**config.mk**
```make
export PLATFORM = sky130hd
export DESIGN_NAME = mc_ctrl
export DESIGN_NICKNAME = d
export VERILOG_FILES = /design/src/rtl/mc_ctrl_pkg.sv /design/src/rtl/mc_ctrl_decode.sv /design/src/rtl/mc_ctrl.sv
export SDC_FILE = /design/constraint.sdc
export NUM_CORES = 1
export LEC_CHECK = 0
export ABC_AREA = 1
export CAP_MARGIN = 20
export CELL_PAD_IN_SITES_DETAIL_PLACEMENT = 1
export CELL_PAD_IN_SITES_GLOBAL_PLACEMENT = 2
export CORE_MARGIN = 1
export CORE_UTILIZATION = 16
export CTS_CLUSTER_DIAMETER = 30
export CTS_CLUSTER_SIZE = 28
export DETAILED_ROUTE_END_ITERATION = 7
export GPL_ROUTABILITY_DRIVEN = 0
export PLACE_DENSITY = 0.73
export SYNTH_ARGS = -nofsm -noshare
export SYNTH_HDL_FRONTEND = slang
export SYNTH_SLANG_ARGS = --single-unit
```
**constraint.sdc**
```tcl
create_clock -name clk -period 1.5 [get_ports clk]
set_input_delay 0.3 -clock clk [delete_from_list [all_inputs] [get_ports clk]]
set_output_delay 0.3 -clock clk [all_outputs]
set_load 0.02 [all_outputs]
```
**src/rtl/mc_ctrl_pkg.sv**
```systemverilog
// Shared encodings for the multi-cycle MIPS control unit: FSM states,
// opcode/funct values and ALU operation codes.
package mc_ctrl_pkg;

    typedef enum logic [2:0] {
        S_FETCH  = 3'd0,
        S_DECODE = 3'd1,
        S_EXE    = 3'd2,
        S_MEM    = 3'd3,
        S_WB     = 3'd4
    } state_e;

    localparam logic [5:0] OP_RTYPE = 6'h00;
    localparam logic [5:0] OP_J     = 6'h02;
    localparam logic [5:0] OP_JAL   = 6'h03;
    localparam logic [5:0] OP_BEQ   = 6'h04;
    localparam logic [5:0] OP_BNE   = 6'h05;
    localparam logic [5:0] OP_ADDI  = 6'h08;
    localparam logic [5:0] OP_ORI   = 6'h0D;
    localparam logic [5:0] OP_LUI   = 6'h0F;
    localparam logic [5:0] OP_LW    = 6'h23;
    localparam logic [5:0] OP_SW    = 6'h2B;

    localparam logic [5:0] FN_ADD = 6'h20;
    localparam logic [5:0] FN_SUB = 6'h22;
    localparam logic [5:0] FN_AND = 6'h24;
    localparam logic [5:0] FN_OR  = 6'h25;
    localparam logic [5:0] FN_SLT = 6'h2A;
    localparam logic [5:0] FN_SLL = 6'h00;
    localparam logic [5:0] FN_SRL = 6'h02;
    localparam logic [5:0] FN_JR  = 6'h08;

    localparam logic [3:0] ALU_ADD = 4'd0;
    localparam logic [3:0] ALU_SUB = 4'd1;
    localparam logic [3:0] ALU_AND = 4'd2;
    localparam logic [3:0] ALU_OR  = 4'd3;
    localparam logic [3:0] ALU_SLT = 4'd4;
    localparam logic [3:0] ALU_SLL = 4'd5;
    localparam logic [3:0] ALU_SRL = 4'd6;
    localparam logic [3:0] ALU_LUI = 4'd7;

endpackage

```
**src/rtl/mc_ctrl_decode.sv**
```systemverilog
// Combinational instruction classifier: sorts op/funct into the classes the
// control FSM steers on and picks the ALU operation used in EXE.
module mc_ctrl_decode
    import mc_ctrl_pkg::*;
#(
    parameter int SUPPORT_BNE = 1
) (
    input  logic [5:0] op,
    input  logic [5:0] funct,
    output logic       is_rtype,
    output logic       is_load,
    output logic       is_store,
    output logic       is_branch,
    output logic       is_bne,
    output logic       is_jump,
    output logic       is_jal,
    output logic       is_jr,
    output logic       ext_op,
    output logic       legal,
    output logic [3:0] alu_code
);

    // Opcode/funct classification
    always_comb begin
        is_rtype  = 1'b0;
        is_load   = 1'b0;
        is_store  = 1'b0;
        is_branch = 1'b0;
        is_bne    = 1'b0;
        is_jump   = 1'b0;
        is_jal    = 1'b0;
        is_jr     = 1'b0;
        ext_op    = 1'b0;
        legal     = 1'b1;
        alu_code  = ALU_ADD;
        case (op)
            OP_RTYPE: begin
                is_rtype = 1'b1;
                case (funct)
                    FN_ADD:  alu_code = ALU_ADD;
                    FN_SUB:  alu_code = ALU_SUB;
                    FN_AND:  alu_code = ALU_AND;
                    FN_OR:   alu_code = ALU_OR;
                    FN_SLT:  alu_code = ALU_SLT;
                    FN_SLL:  alu_code = ALU_SLL;
                    FN_SRL:  alu_code = ALU_SRL;
                    FN_JR: begin
                        is_jump = 1'b1;
                        is_jr   = 1'b1;
                    end
                    default: legal = 1'b0;
                endcase
            end
            OP_J:    is_jump = 1'b1;
            OP_JAL: begin
                is_jump = 1'b1;
                is_jal  = 1'b1;
            end
            OP_BEQ: begin
                is_branch = 1'b1;
                alu_code  = ALU_SUB;
            end
            OP_BNE: begin
                if (SUPPORT_BNE != 0) begin
                    is_branch = 1'b1;
                    is_bne    = 1'b1;
                    alu_code  = ALU_SUB;
                end else begin
                    legal = 1'b0;
                end
            end
            OP_ADDI: ext_op = 1'b1;
            OP_ORI:  alu_code = ALU_OR;
            OP_LUI:  alu_code = ALU_LUI;
            OP_LW: begin
                is_load = 1'b1;
                ext_op  = 1'b1;
            end
            OP_SW: begin
                is_store = 1'b1;
                ext_op   = 1'b1;
            end
            default: legal = 1'b0;
        endcase
    end

endmodule

```
**src/rtl/mc_ctrl.sv**
```systemverilog
// Multi-cycle MIPS control FSM: sequences FETCH/DECODE/EXE/MEM/WB and drives
// every datapath enable and mux select combinationally from the current state.
module mc_ctrl
    import mc_ctrl_pkg::*;
#(
    parameter int ALUOP_W     = 4,
    parameter int SUPPORT_BNE = 1
) (
    input  logic               clk,
    input  logic               reset,
    input  logic [5:0]         op,
    input  logic [5:0]         funct,
    input  logic               zero,
    input  logic               mem_ready,
    output logic               pc_write,
    output logic               ir_write,
    output logic               iord,
    output logic               mem_write,
    output logic               reg_write,
    output logic               alu_src_a,
    output logic [1:0]         alu_src_b,
    output logic [ALUOP_W-1:0] alu_op,
    output logic [1:0]         pc_source,
    output logic [1:0]         wd_sel,
    output logic [1:0]         gpr_sel,
    output logic               ext_op,
    output logic               illegal,
    output logic               retire
);

    state_e     state_r;
    state_e     state_nxt_s;
    logic       is_rtype_s, is_load_s, is_store_s, is_branch_s, is_bne_s;
    logic       is_jump_s, is_jal_s, is_jr_s, ext_s, legal_s;
    logic [3:0] dec_alu_s;
    logic [3:0] alu_code_s;

    mc_ctrl_decode #(.SUPPORT_BNE(SUPPORT_BNE)) u_decode (
        .op        (op),
        .funct     (funct),
        .is_rtype  (is_rtype_s),
        .is_load   (is_load_s),
        .is_store  (is_store_s),
        .is_branch (is_branch_s),
        .is_bne    (is_bne_s),
        .is_jump   (is_jump_s),
        .is_jal    (is_jal_s),
        .is_jr     (is_jr_s),
        .ext_op    (ext_s),
        .legal     (legal_s),
        .alu_code  (dec_alu_s)
    );

    // State register with synchronous reset
    always_ff @(posedge clk) begin
        if (reset) begin
            state_r <= S_FETCH;
        end else begin
            state_r <= state_nxt_s;
        end
    end

    // Next-state and per-cycle control outputs; reset forces everything to 0
    always_comb begin
        state_nxt_s = S_FETCH;
        pc_write    = 1'b0;
        ir_write    = 1'b0;
        iord        = 1'b0;
        mem_write   = 1'b0;
        reg_write   = 1'b0;
        alu_src_a   = 1'b0;
        alu_src_b   = 2'b00;
        alu_code_s  = ALU_ADD;
        pc_source   = 2'b00;
        wd_sel      = 2'b00;
        gpr_sel     = 2'b00;
        ext_op      = 1'b0;
        illegal     = 1'b0;
        retire      = 1'b0;
        if (reset) begin
            state_nxt_s = S_FETCH;
        end else begin
            case (state_r)
                S_FETCH: begin
                    alu_src_b = 2'b01;
                    if (mem_ready) begin
                        ir_write    = 1'b1;
                        pc_write    = 1'b1;
                        state_nxt_s = S_DECODE;
                    end else begin
                        state_nxt_s = S_FETCH;
                    end
                end
                S_DECODE: begin
                    alu_src_b = 2'b11;
                    if (!legal_s) begin
                        illegal     = 1'b1;
                        retire      = 1'b1;
                        state_nxt_s = S_FETCH;
                    end else if (is_jump_s) begin
                        pc_write    = 1'b1;
                        retire      = 1'b1;
                        pc_source   = is_jr_s ? 2'b11 : 2'b10;
                        state_nxt_s = S_FETCH;
                        // jal links the already-incremented PC into $31
                        if (is_jal_s) begin
                            reg_write = 1'b1;
                            gpr_sel   = 2'b10;
                            wd_sel    = 2'b10;
                        end else begin
                            reg_write = 1'b0;
                        end
                    end else begin
                        state_nxt_s = S_EXE;
                    end
                end
                S_EXE: begin
                    alu_src_a  = 1'b1;
                    alu_code_s = dec_alu_s;
                    if (is_branch_s) begin
                        pc_source   = 2'b01;
                        pc_write    = zero ^ is_bne_s;
                        retire      = 1'b1;
                        state_nxt_s = S_FETCH;
                    end else if (is_rtype_s) begin
                        state_nxt_s = S_WB;
                    end else begin
                        alu_src_b   = 2'b10;
                        ext_op      = ext_s;
                        state_nxt_s = (is_load_s || is_store_s) ? S_MEM : S_WB;
                    end
                end
                S_MEM: begin
                    iord      = 1'b1;
                    mem_write = is_store_s;
                    if (mem_ready) begin
                        retire      = is_store_s;
                        state_nxt_s = is_store_s ? S_FETCH : S_WB;
                    end else begin
                        state_nxt_s = S_MEM;
                    end
                end
                S_WB: begin
                    reg_write   = 1'b1;
                    retire      = 1'b1;
                    wd_sel      = is_load_s ? 2'b01 : 2'b00;
                    gpr_sel     = is_rtype_s ? 2'b00 : 2'b01;
                    state_nxt_s = S_FETCH;
                end
                default: state_nxt_s = S_FETCH;
            endcase
        end
    end

    assign alu_op = ALUOP_W'(alu_code_s);

endmodule

```
==> reports/qor.yml <==
status:
  status: "finished with violations"
  violations: "DRC, setup timing"
synth:
  synth_fp_nets: 151
  yosysWarnings: 0
  syn_avg_cell_area_um2: 5.329
  synth_seq_area_share_pct: 8.348
  yosys.cell_types.count: 27
  netlist.area_leader.share_pct: 14.61
  synth_cells: 135
  netlist_top_cells_area: "nor2_1, nand3_1, nand2_1, inv_1, dfxtp_1"
  ys_ff_latch: 3
  syn_area_um2: 719.4
  synth_top_cell_by_area: "nor2_1"
clocking:
  cts_buffers: 3
  cts_sinks: 3
  cts-root-buf: "clkbuf_8"
  clk_latency_ns: 0.21
  cts_tree: "yes"
  cts.clk_slew.worst_paths_ns: 0.03
  clockBufferDepth: 2
  ctsHoldBuffers: 0
  htree_levels: 1
critical_path:
  cp_common_cell: "nand2_2"
  criticalPathCategory: "in -> out"
  r2r-start: "state_r[1]"
  cp-start-kind: "input pin"
  max_stage_delay_ns: 0.15
  worst-path-max-fanout: 5
  crit_path_cell_trace: "buf_2 -> inv_2 -> nor2_4 -> nand3_2 -> nand2_2 -> nor3_2 -> nand2_2 -> nand2_2 -> nand2_2 -> a21oi_2 -> buf_4"
  cp.required_ns: 1.20
  ff2ff_setup_slack_ns: 0.07
  r2r_end: "state_r[0]"
  cp_slowest_cell: "buf_2"
  reg2reg_depth: 9
  crit_arrival_ns: 1.47
  crit_path_end_kind: "primary output"
route:
  wirelength_mm: 3.636
  drcViolationCount: 1
  dr_total_vias: 1226
  vias_per_cell: 4.491
  wl_met2_mm: 2.068
  met1_length_mm: 1.418
  maxUsedRoutingLayer: "met4"
  wl_met3_um: 109
  avgRoutedWirePerCell_um: 13.32
  drt_iter0_drc: 73
  drtAntennaViolNets: 0
  firstDrtPassIters: 5
hold_path:
  min_path_cells: 3
  hold_path.class: "in -> reg"
  min_to: "state_r[1]"
  hold_start: "reset"
placement:
  portBuffers: 35
  dpl.hpwl_mm: 2.665
  place_ws_ns: -1.133
  dpl.cell_count: 255
final_layout:
  area_growth_pct: 167.1
  layout.cells.non_filler: 273
  reg_top3: "state_r x3"
  multi_input_area_um2: 868.3
  largest_register_ffs: 3
  num-fill-cells: 523
  drive_gt1_share_pct: 76.02
  top_register: "state_r"
  seq_area_um2: 71.32
  nets: 238
  n_antenna_cell: 0
floorplanning:
  rows: 24
  die_w_um: 69.06
  initial_core_util_pct: 16.64
  die_h_um: 69.06
  die-area_um2: 4769
  core_area_um2: 4324
  pin_count: 37
global_route:
  grt_pass1_wl_mm: 5.892
  grt_usage_pct: 14.87
  grt_max_degree: 10
  grt_pass1_vias: 1261
  grt_overflow: 0
  antenna_found_initial: 0
timing:
  hold_viol_final: 0
  period_minus_slack_ns: 1.767
  slew_violations: 0
  period_share_pct: 117.8
  setup_violations: 19
  fin_skew_ns: 0.002790
  postLayoutSetupSlackWorst_ns: -0.2669
  rsz0062_at_grt: "yes"
  hold_ws_ns: 0.6417
  fmax_ghz: 0.5660
power:
  ir_worst_vdd_mv: 0.1830
  p_leak_nw: 0.8307
  p_per_area_nw_per_um2: 327.4
job:
  drv_cap: 0
==> cells in the final DEF, fill, tap and decap left out <==
cell type and count:
buf_6 30, nand2_1 15, o22a_1 1, clkdlybuf4s50_1 1, nor2_4 19, nand3_1 8, xor2_1 1, a31oi_1 1
dlygate4sd2_1 2, clkbuf_1 1, nor3_4 3, conb_1 1, a21oi_4 2, dfxtp_4 3, nand3_2 10, clkbuf_8 3
nor3_2 4, inv_1 10, inv_2 6, buf_2 3, a21oi_1 1, buf_8 2, nor4_2 1, nand2_2 8
nor2_1 7, nand4_1 2, buf_4 47, nand3b_1 1, nand3_4 3, inv_4 6, nor2_2 8, a31oi_2 1
clkdlybuf4s15_2 1, o21ai_2 1, a21oi_2 5, nand2_4 1, and3_4 1, o21ai_0 1
==> cell usage after synthesis (all sizes together) <==
| master | n |
|---|---|
| dfxtp | 3 |
| conb | 1 |
| nor2 | 34 |
| clkbuf | 1 |
| a31oi | 2 |
| nor4 | 1 |
| nand2 | 24 |
| inv | 22 |
| o21ai | 2 |
| xor2 | 1 |
| nand4 | 2 |
| nor3 | 7 |
| buf | 3 |
| and3 | 1 |
| o22a | 1 |
| nand3b | 1 |
| a21oi | 8 |
| nand3 | 21 |
==> metrics by stage <==
step	cell area, µm²	utilization (%)	setup TNS (ns)	power, W
floorplan	795.8	-	-0.01084	0.0001887
global placement	1461	33.80	-18.82	0.0003107
detailed placement	1461	33.80	-19.26	0.0003176
CTS	1803	41.70	-3.056	0.0006093
global route	1922	44.44	-4.410	0.0006646
finish	1922	44.44	-3.234	0.0006293
==> power breakdown <==
| group | internal [W] | switching [W] |
|---|---|---|
| Combinational | 0.000146 | 0.000165 |
| Sequential | 0.0000790 | 0.00000490 |
| Clock | 0.000181 | 0.0000531 |
==> worst max-delay path by stage <==
stage                     slack, ns      endpoint  startpoint
after floorplan              -0.009     reg_write       op[5]
after global placement        -1.13     reg_write       op[5]
after detailed placement      -1.13  pc_source[1]    funct[2]
after CTS                     -0.25      pc_write       op[4]
after global routing          -0.35      pc_write       op[5]
final                         -0.27        retire       op[2]
==> kinds of logic (layout without fill, tap and decap cells) <==
group / Yosys count / in the layout / share of synthesized area, %
buffers and inverters: 26 / 112 / 14.78
other: 1 / 1 / 0.5212
AOI/OAI and AO/OA: 13 / 13 / 10.96
xor gates and xnor gates: 1 / 1 / 1.218
DFF: 3 / 3 / 8.348
and+or+nand+nor: 91 / 91 / 64.17
==> cell type report <==
type                    instances  area share [%]
well taps                      52           3.385
repair buffers                 86           40.30
clock buffers                   4           2.344
flip-flops and latches          3           3.711
inverters                      22           5.078
multi-input cells             106           45.18
==> critical path: cells and delay by family <==
kind                   cells  cell delay, ns
and+or+nand+nor            7            0.66
buffers and inverters      3            0.40
AOI/OAI and AO/OA          1            0.12
==> per-layer routing <==
metal	vias to the layer above	track usage, %
met2	27	28.05
met3	4	2.193
met5	-	0
li1	604	-
met1	591	17.58
met4	0	2.948
==> what timing repair did <==
item | CTS | global route
pin swaps | 39 | 20
endpoints found under the setup margin | 22 | 22
hold endpoints to repair | 0 | 0
resized for setup | 242 | 32
setup buffers | 14 | 3
No activity file was read; power rests on OpenSTA's default activity.
